## config.mk

```make
export PLATFORM = sky130hd
export DESIGN_NAME = temp_spi_reader_flat
export DESIGN_NICKNAME = d
export VERILOG_FILES = /design/src/rtl/temp_spi_pkg.sv /design/src/rtl/temp_spi_reader_if.sv /design/src/rtl/temp_spi_shift_ch.sv /design/src/rtl/temp_spi_reader.sv /design/src/flat_wrapper.sv
export SDC_FILE = /design/constraint.sdc
export NUM_CORES = 1
export LEC_CHECK = 0
export ABC_CLOCK_PERIOD_IN_PS = 3900
export CORE_UTILIZATION = 55
export CTS_CLUSTER_SIZE = 20
export DETAILED_ROUTE_END_ITERATION = 10
export PLACE_DENSITY_LB_ADDON = 0.12
export SLEW_MARGIN = 20
export SYNTH_ARGS = -nofsm -noshare
export SYNTH_HDL_FRONTEND = slang
export SYNTH_SLANG_ARGS = --single-unit
```

## constraint.sdc

```tcl
create_clock -name clk -period 3.9 [get_ports clk]
set_input_delay 0.78 -clock clk [delete_from_list [all_inputs] [get_ports clk]]
set_output_delay 0.78 -clock clk [all_outputs]
set_load 0.05 [all_outputs]
```

## src/rtl/temp_spi_pkg.sv

```systemverilog
// Shared types and constants for the three-sensor SPI temperature reader.
package temp_spi_pkg;

    typedef enum logic [2:0] {
        ST_IDLE     = 3'd0,
        ST_SHIFT_LO = 3'd1,
        ST_SHIFT_HI = 3'd2,
        ST_CS_HOLD  = 3'd3,
        ST_GAP      = 3'd4
    } spi_state_e;

    localparam int unsigned NBITS_DEF      = 16;
    localparam int unsigned CLK_DIV_DEF    = 4;
    localparam int unsigned GAP_CYCLES_DEF = 1024;

    // Clock edges from frame acceptance to the data_valid edge, default build.
    localparam int unsigned FRAME_CYCLES = (2 * NBITS_DEF + 1) * CLK_DIV_DEF;

    function automatic int unsigned frame_cycles(input int unsigned clk_div,
                                                 input int unsigned nbits);
        return (2 * nbits + 1) * clk_div;
    endfunction

endpackage

```

## src/rtl/temp_spi_reader_if.sv

```systemverilog
// Sensor pins plus telemetry-side request/result signals of the temperature reader.
interface temp_spi_reader_if
    import temp_spi_pkg::*;
#(
    parameter int unsigned NBITS = NBITS_DEF
);

    logic             start;
    logic             auto_en;
    logic             temp_sck;
    logic             temp_csn;
    logic             temp1_so;
    logic             temp2_so;
    logic             temp3_so;
    logic [NBITS-1:0] t1_data;
    logic [NBITS-1:0] t2_data;
    logic [NBITS-1:0] t3_data;
    logic             data_valid;
    logic [2:0]       fault;
    logic             busy;

    modport master (
        input  start,
        input  auto_en,
        input  temp1_so,
        input  temp2_so,
        input  temp3_so,
        output temp_sck,
        output temp_csn,
        output t1_data,
        output t2_data,
        output t3_data,
        output data_valid,
        output fault,
        output busy
    );

    modport slave (
        output start,
        output auto_en,
        output temp1_so,
        output temp2_so,
        output temp3_so,
        input  temp_sck,
        input  temp_csn,
        input  t1_data,
        input  t2_data,
        input  t3_data,
        input  data_valid,
        input  fault,
        input  busy
    );

endinterface

```

## src/rtl/temp_spi_shift_ch.sv

```systemverilog
// One sensor channel: MSB-first shift register, word latch and open-line detect.
module temp_spi_shift_ch
    import temp_spi_pkg::*;
#(
    parameter int unsigned NBITS = NBITS_DEF
) (
    input  logic             clk,
    input  logic             rst_n,
    input  logic             i_so,
    input  logic             i_shift_en,
    input  logic             i_load,
    output logic [NBITS-1:0] o_data,
    output logic             o_fault
);

    logic [NBITS-1:0] r_sr;

    always_ff @(posedge clk or negedge rst_n) begin
        if (!rst_n) begin
            r_sr <= '0;
        end else if (i_shift_en) begin
            r_sr <= {r_sr[NBITS-2:0], i_so};
        end
    end

    // A pulled-up, disconnected SO line reads back as all ones.
    always_ff @(posedge clk or negedge rst_n) begin
        if (!rst_n) begin
            o_data  <= '0;
            o_fault <= 1'b0;
        end else if (i_load) begin
            o_data  <= r_sr;
            o_fault <= &r_sr;
        end
    end

endmodule

```

## src/rtl/temp_spi_reader.sv

```systemverilog
// SPI master reading three temperature sensors in parallel over a shared SCK/CSN.
module temp_spi_reader
    import temp_spi_pkg::*;
#(
    parameter int unsigned CLK_DIV    = CLK_DIV_DEF,
    parameter int unsigned NBITS      = NBITS_DEF,
    parameter int unsigned GAP_CYCLES = GAP_CYCLES_DEF
) (
    input logic                clk,
    input logic                rst_n,
    temp_spi_reader_if.master  bus
);

    localparam int unsigned DIV_W = $clog2(CLK_DIV);
    localparam int unsigned BIT_W = $clog2(NBITS);
    localparam int unsigned GAP_W = $clog2(GAP_CYCLES + 1);

    if (CLK_DIV < 2 || CLK_DIV > 255) begin : g_bad_div
        $error("temp_spi_reader: CLK_DIV must be within 2..255");
    end
    if (NBITS < 2) begin : g_bad_nbits
        $error("temp_spi_reader: NBITS must be at least 2");
    end
    if (GAP_CYCLES < 1) begin : g_bad_gap
        $error("temp_spi_reader: GAP_CYCLES must be at least 1");
    end

    spi_state_e        r_state;
    logic [DIV_W-1:0]  r_div;
    logic [BIT_W-1:0]  r_bit;
    logic [GAP_W-1:0]  r_gap;
    logic              r_sck;
    logic              r_csn;
    logic              r_busy;
    logic              r_valid;

    logic              w_div_done;
    logic              w_last_bit;
    logic              w_gap_done;
    logic              w_shift_en;
    logic              w_load;
    logic [2:0]        w_so;
    logic [NBITS-1:0]  w_data [3];
    logic [2:0]        w_fault;

    assign w_div_done = (r_div == DIV_W'(CLK_DIV - 1));
    assign w_last_bit = (r_bit == BIT_W'(NBITS - 1));
    assign w_gap_done = (r_gap == GAP_W'(GAP_CYCLES - 1));

    // Capture coincides with the SCK rising edge; the word latches as CSN rises.
    assign w_shift_en = (r_state == ST_SHIFT_LO) && w_div_done;
    assign w_load     = (r_state == ST_CS_HOLD) && w_div_done;

    always_ff @(posedge clk or negedge rst_n) begin
        if (!rst_n) begin
            r_state <= ST_IDLE;
            r_div   <= '0;
            r_bit   <= '0;
            r_gap   <= '0;
            r_sck   <= 1'b0;
            r_csn   <= 1'b1;
            r_busy  <= 1'b0;
            r_valid <= 1'b0;
        end else begin
            r_valid <= 1'b0;
            case (r_state)
                ST_IDLE: begin
                    r_div <= '0;
                    if (bus.start || bus.auto_en) begin
                        r_csn   <= 1'b0;
                        r_busy  <= 1'b1;
                        r_bit   <= '0;
                        r_state <= ST_SHIFT_LO;
                    end else begin
                        r_busy <= 1'b0;
                    end
                end
                ST_SHIFT_LO: begin
                    if (w_div_done) begin
                        r_div   <= '0;
                        r_sck   <= 1'b1;
                        r_state <= ST_SHIFT_HI;
                    end else begin
                        r_div <= r_div + DIV_W'(1);
                    end
                end
                ST_SHIFT_HI: begin
                    if (w_div_done) begin
                        r_div <= '0;
                        r_sck <= 1'b0;
                        if (w_last_bit) begin
                            r_state <= ST_CS_HOLD;
                        end else begin
                            r_bit   <= r_bit + BIT_W'(1);
                            r_state <= ST_SHIFT_LO;
                        end
                    end else begin
                        r_div <= r_div + DIV_W'(1);
                    end
                end
                ST_CS_HOLD: begin
                    if (w_div_done) begin
                        r_div   <= '0;
                        r_csn   <= 1'b1;
                        r_valid <= 1'b1;
                        r_gap   <= '0;
                        r_state <= ST_GAP;
                    end else begin
                        r_div <= r_div + DIV_W'(1);
                    end
                end
                ST_GAP: begin
                    // Auto mode keeps busy high so back-to-back frames look seamless.
                    if (w_gap_done) begin
                        r_busy  <= bus.auto_en;
                        r_state <= ST_IDLE;
                    end else begin
                        r_gap <= r_gap + GAP_W'(1);
                    end
                end
                default: begin
                    r_state <= ST_IDLE;
                end
            endcase
        end
    end

    assign w_so = {bus.temp3_so, bus.temp2_so, bus.temp1_so};

    for (genvar g = 0; g < 3; g++) begin : g_ch
        temp_spi_shift_ch #(
            .NBITS (NBITS)
        ) u_ch (
            .clk        (clk),
            .rst_n      (rst_n),
            .i_so       (w_so[g]),
            .i_shift_en (w_shift_en),
            .i_load     (w_load),
            .o_data     (w_data[g]),
            .o_fault    (w_fault[g])
        );
    end

    assign bus.temp_sck   = r_sck;
    assign bus.temp_csn   = r_csn;
    assign bus.busy       = r_busy;
    assign bus.data_valid = r_valid;
    assign bus.t1_data    = w_data[0];
    assign bus.t2_data    = w_data[1];
    assign bus.t3_data    = w_data[2];
    assign bus.fault      = w_fault;

endmodule

```

## src/flat_wrapper.sv

```systemverilog
// flat-port wrapper written by rule: the top's interface ports become plain ports
module temp_spi_reader_flat import temp_spi_pkg::*;
#(
    parameter int unsigned CLK_DIV    = CLK_DIV_DEF,
    parameter int unsigned NBITS      = NBITS_DEF,
    parameter int unsigned GAP_CYCLES = GAP_CYCLES_DEF
)
  (clk, rst_n, bus_start, bus_auto_en, bus_temp1_so, bus_temp2_so, bus_temp3_so, bus_temp_sck, bus_temp_csn, bus_t1_data, bus_t2_data, bus_t3_data, bus_data_valid, bus_fault, bus_busy);
  temp_spi_reader_if #(.NBITS(NBITS)) bus_i ();
  input logic clk;
  input logic rst_n;
  input wire logic [$bits(bus_i.start)-1:0] bus_start;
  input wire logic [$bits(bus_i.auto_en)-1:0] bus_auto_en;
  input wire logic [$bits(bus_i.temp1_so)-1:0] bus_temp1_so;
  input wire logic [$bits(bus_i.temp2_so)-1:0] bus_temp2_so;
  input wire logic [$bits(bus_i.temp3_so)-1:0] bus_temp3_so;
  output wire logic [$bits(bus_i.temp_sck)-1:0] bus_temp_sck;
  output wire logic [$bits(bus_i.temp_csn)-1:0] bus_temp_csn;
  output wire logic [$bits(bus_i.t1_data)-1:0] bus_t1_data;
  output wire logic [$bits(bus_i.t2_data)-1:0] bus_t2_data;
  output wire logic [$bits(bus_i.t3_data)-1:0] bus_t3_data;
  output wire logic [$bits(bus_i.data_valid)-1:0] bus_data_valid;
  output wire logic [$bits(bus_i.fault)-1:0] bus_fault;
  output wire logic [$bits(bus_i.busy)-1:0] bus_busy;
  assign bus_i.start = bus_start;
  assign bus_i.auto_en = bus_auto_en;
  assign bus_i.temp1_so = bus_temp1_so;
  assign bus_i.temp2_so = bus_temp2_so;
  assign bus_i.temp3_so = bus_temp3_so;
  assign bus_temp_sck = bus_i.temp_sck;
  assign bus_temp_csn = bus_i.temp_csn;
  assign bus_t1_data = bus_i.t1_data;
  assign bus_t2_data = bus_i.t2_data;
  assign bus_t3_data = bus_i.t3_data;
  assign bus_data_valid = bus_i.data_valid;
  assign bus_fault = bus_i.fault;
  assign bus_busy = bus_i.busy;
  temp_spi_reader #(.CLK_DIV(CLK_DIV), .NBITS(NBITS), .GAP_CYCLES(GAP_CYCLES)) u_core (.clk(clk), .rst_n(rst_n), .bus(bus_i));
endmodule
```

==> results.cfg <==
[pwr]
vdd_drop_max_mv = 0.4817
p_per_area_nw_per_um2 = 652.3
p_comb_frac = 0.216
power_switching_w = 0.001322
seqPwrFrac = 0.420
clkPwrFrac = 0.365
swShare = 0.3256
power.internal_w = 0.002739
total_leakage_power_nw = 3.021

[clocking]
cts_hold_buf = 0
clk_pin_slew_ns = 0.06
clock_latency_ns = 0.51
tritoncts = done
post_cts_buffers = 0
root_buffer = clkbuf_8
clock-sinks = 123
htreeDepth = 4
cts_buffer_depth = 2
numCtsBuffers = 17
cts_resized = 0

[global_route]
grt_overflow = 0
antenna_found_initial = 0
grt_pass1_wl_mm = 17.09
grt_pass1_vias = 3515
grt_max_degree = 100
grtUsageTotal = 0.2295

[drt]
drt-pass1-iter-count = 4
routedWlPerCell_um = 15.32
wirelength_mm = 9.774
antenna_left = 0
dr_total_vias = 3461
drc_errors = 0
drt-initial-drc-count = 132
viasPerCell = 5.425

[synthesis]
syn_avg_cell_area_um2 = 10.86
synth_area_leaders = dfrtp_1 (61%), nand2_1 (13%), mux2_2 (11%), nand4_1 (1.9%), mux2i_1 (1.4%)
ys_types = 40
synth_common_cells = nand2_1 (166), dfrtp_1 (122), mux2_2 (48), clkbuf_1 (17), nand4_1 (15)
synth_ff_type = dfrtp_1
syn_nets = 469
synthCells = 459
synth-edff-count = 0
synthesis.area_um2 = 4985
yosysMostFrequentCell = nand2_1
ys_seq_elements = 123
synthArstFlopShare = 1.000
yosys.area.top_type_share = 0.6124
yosys_warnings = 0
yosysSeqAreaShare = 0.6177
synth_top_cell_by_area = dfrtp_1

[setup_path]
crit_chain = clkdlybuf4s50_1
critPathBufInv = 1
cpPeakStageDelay_ns = 0.79
worstSetupPathType = reg2out
end_kind = primary output
critPathLaunchType = register
reg2regPathDepth = 4
arrival_ns = 1.83
worstPathRequired_ns = 3.12
r2r_slack_ns = 1.66
worst-path-stages = 1
crit_family = buffers and inverters
critPathSlowestCell = clkdlybuf4s50_1
r2r_end = u_core.r_gap[6]
path_max_fanout = 2
r2r-start = u_core.r_state[1]

[finish]
final_cell_area_um2 = 6226
nNetsFinal = 528
num_antenna_cells = 0
drive_gt1_frac = 0.1642
layout-area-overhead-vs-synth_pct = 24.90

[place]
place_area_um2 = 5664
pre_cts_ws_ns = 1.667
gp_congestion = 0.8168
port_buffers = 61
hpwl_mm = 5.650

[run_status]
status = finished clean

[floorplanning]
coreArea_um2 = 8763
die_h_um = 97.20
start_util = 0.5688
fp-row-count = 34
dieArea_um2 = 9448
die_w_um = 97.20
ioPinCount = 62

[timing]
worst_pin_slew_ns = 0.9231
fin_ws_ns = 1.289
finalSetupViolCount = 0
hold_viol = 0
slew_viol_final = 0
skew_ns = 0.01056
slew_headroom = 0.3837
fmax_mhz = 383.1
finalCritPeriodShare = 0.6694
rsz0062_at_grt = no
setup-tns-final_ns = 0
period_needed_ns = 2.611

[min_path]
hold_path.class = in2async

[run]
drv_cap = 0
## logic make-up (layout without fill, tap and decap cells)
logic type               Yosys count  count (layout)  share of synthesized area
AND/OR/NAND/NOR                  220             220                     0.1915
buffers and inverters             30             101                    0.02560
AO/OA/AOI/OAI                     27              27                    0.03338
multiplexers                      55              55                     0.1225
adder cells (fa/ha/maj)            3               3                   0.007531
XOR/XNOR                           1               1                   0.001757
flip-flops                       123             123                     0.6177
## layout make-up
class,count,area (µm²)
clock buffer,18,417.9
clock inverter,13,143.9
fill,629,2537
inverter,6,22.52
multi-input combinational,306,1784
sequential,123,3079
tap,108,135.1
timing repair buffer,64,643.1
## stage by stage
stage / std cells / hold slack (ns) / util / power (W)
after floorplan: 459 / 0.4510 / - / 0.002295
after global placement: 607 / 0.4589 / 0.6463 / 0.002561
after detailed placement: 607 / 0.4518 / 0.6463 / 0.002591
after CTS: 638 / 0.1574 / 0.7105 / 0.004096
after global routing: 638 / 0.1704 / 0.7105 / 0.004244
final: 638 / 0.1610 / 0.7105 / 0.004061
## layer usage
metal / share of wire / up-vias / track usage / wire [µm]
li1: - / 1666 / - / -
met3: 0.032 / 14 / 0.06043 / 317
met5: 0 / - / 0 / 0
met4: 0.020 / 0 / 0.09185 / 192
met2: 0.47 / 54 / 0.3619 / 4632
met1: 0.47 / 1727 / 0.3050 / 4632
## worst max path at each step
stage / start / endpoint / slack, ns
floorplan: u_core.r_div[0] / u_core.g_ch[2].u_ch.r_sr[10] / 2.06
global placement: u_core.r_state[1] / u_core.r_gap[6] / 1.72
detailed placement: u_core.r_state[1] / u_core.r_gap[6] / 1.67
CTS: u_core.bus.temp_csn / bus_temp_csn / 1.27
global route: u_core.bus.temp_csn / bus_temp_csn / 1.25
finish: u_core.bus.temp_csn / bus_temp_csn / 1.29
## power by group through the flow
stage	sequential [W]	clock (W)	combinational, W
2_1_floorplan	0.00191	0	0.000385
3_3_place_gp	0.00170	0	0.000856
3_5_place_dp	0.00172	0	0.000875
4_1_cts	0.00170	0.00151	0.000887
5_1_grt	0.00174	0.00156	0.000944
6_report	0.00170	0.00148	0.000876
## state kept, by name (all words and copies together) (netlist names)
name and count:
u_core.bus.busy 1, u_core.bus.data_valid 1, u_core.bus.temp_csn 1, u_core.bus.temp_sck 1, u_core.g_ch.u_ch.o_data 48, u_core.g_ch.u_ch.o_fault 3, u_core.g_ch.u_ch.r_sr 48, u_core.r_bit 4
u_core.r_div 2, u_core.r_gap 11, u_core.r_state 3
## layout by cell type (no fill, tap or decap), drive strengths merged, types with 2 or more instances in the layout
cell type and count:
nor2 7, dfrtp 122, o31ai 3, buf 4
clkdlybuf4s50 60, or2 2, or4 5, inv 9
clkinvlp 4, nand4 15, nor4 2, a211oi 2
bufinv 2, or3 2, ha 3, a21oi 4
nor3 7, mux2 48, o21ai 11, nand4bb 2
mux2i 7, o211ai 2, nand2 166, clkinv 4
a21o 2, clkbuf 18, nand3 4, nor3b 2
Power figures use the tool's default switching activity.
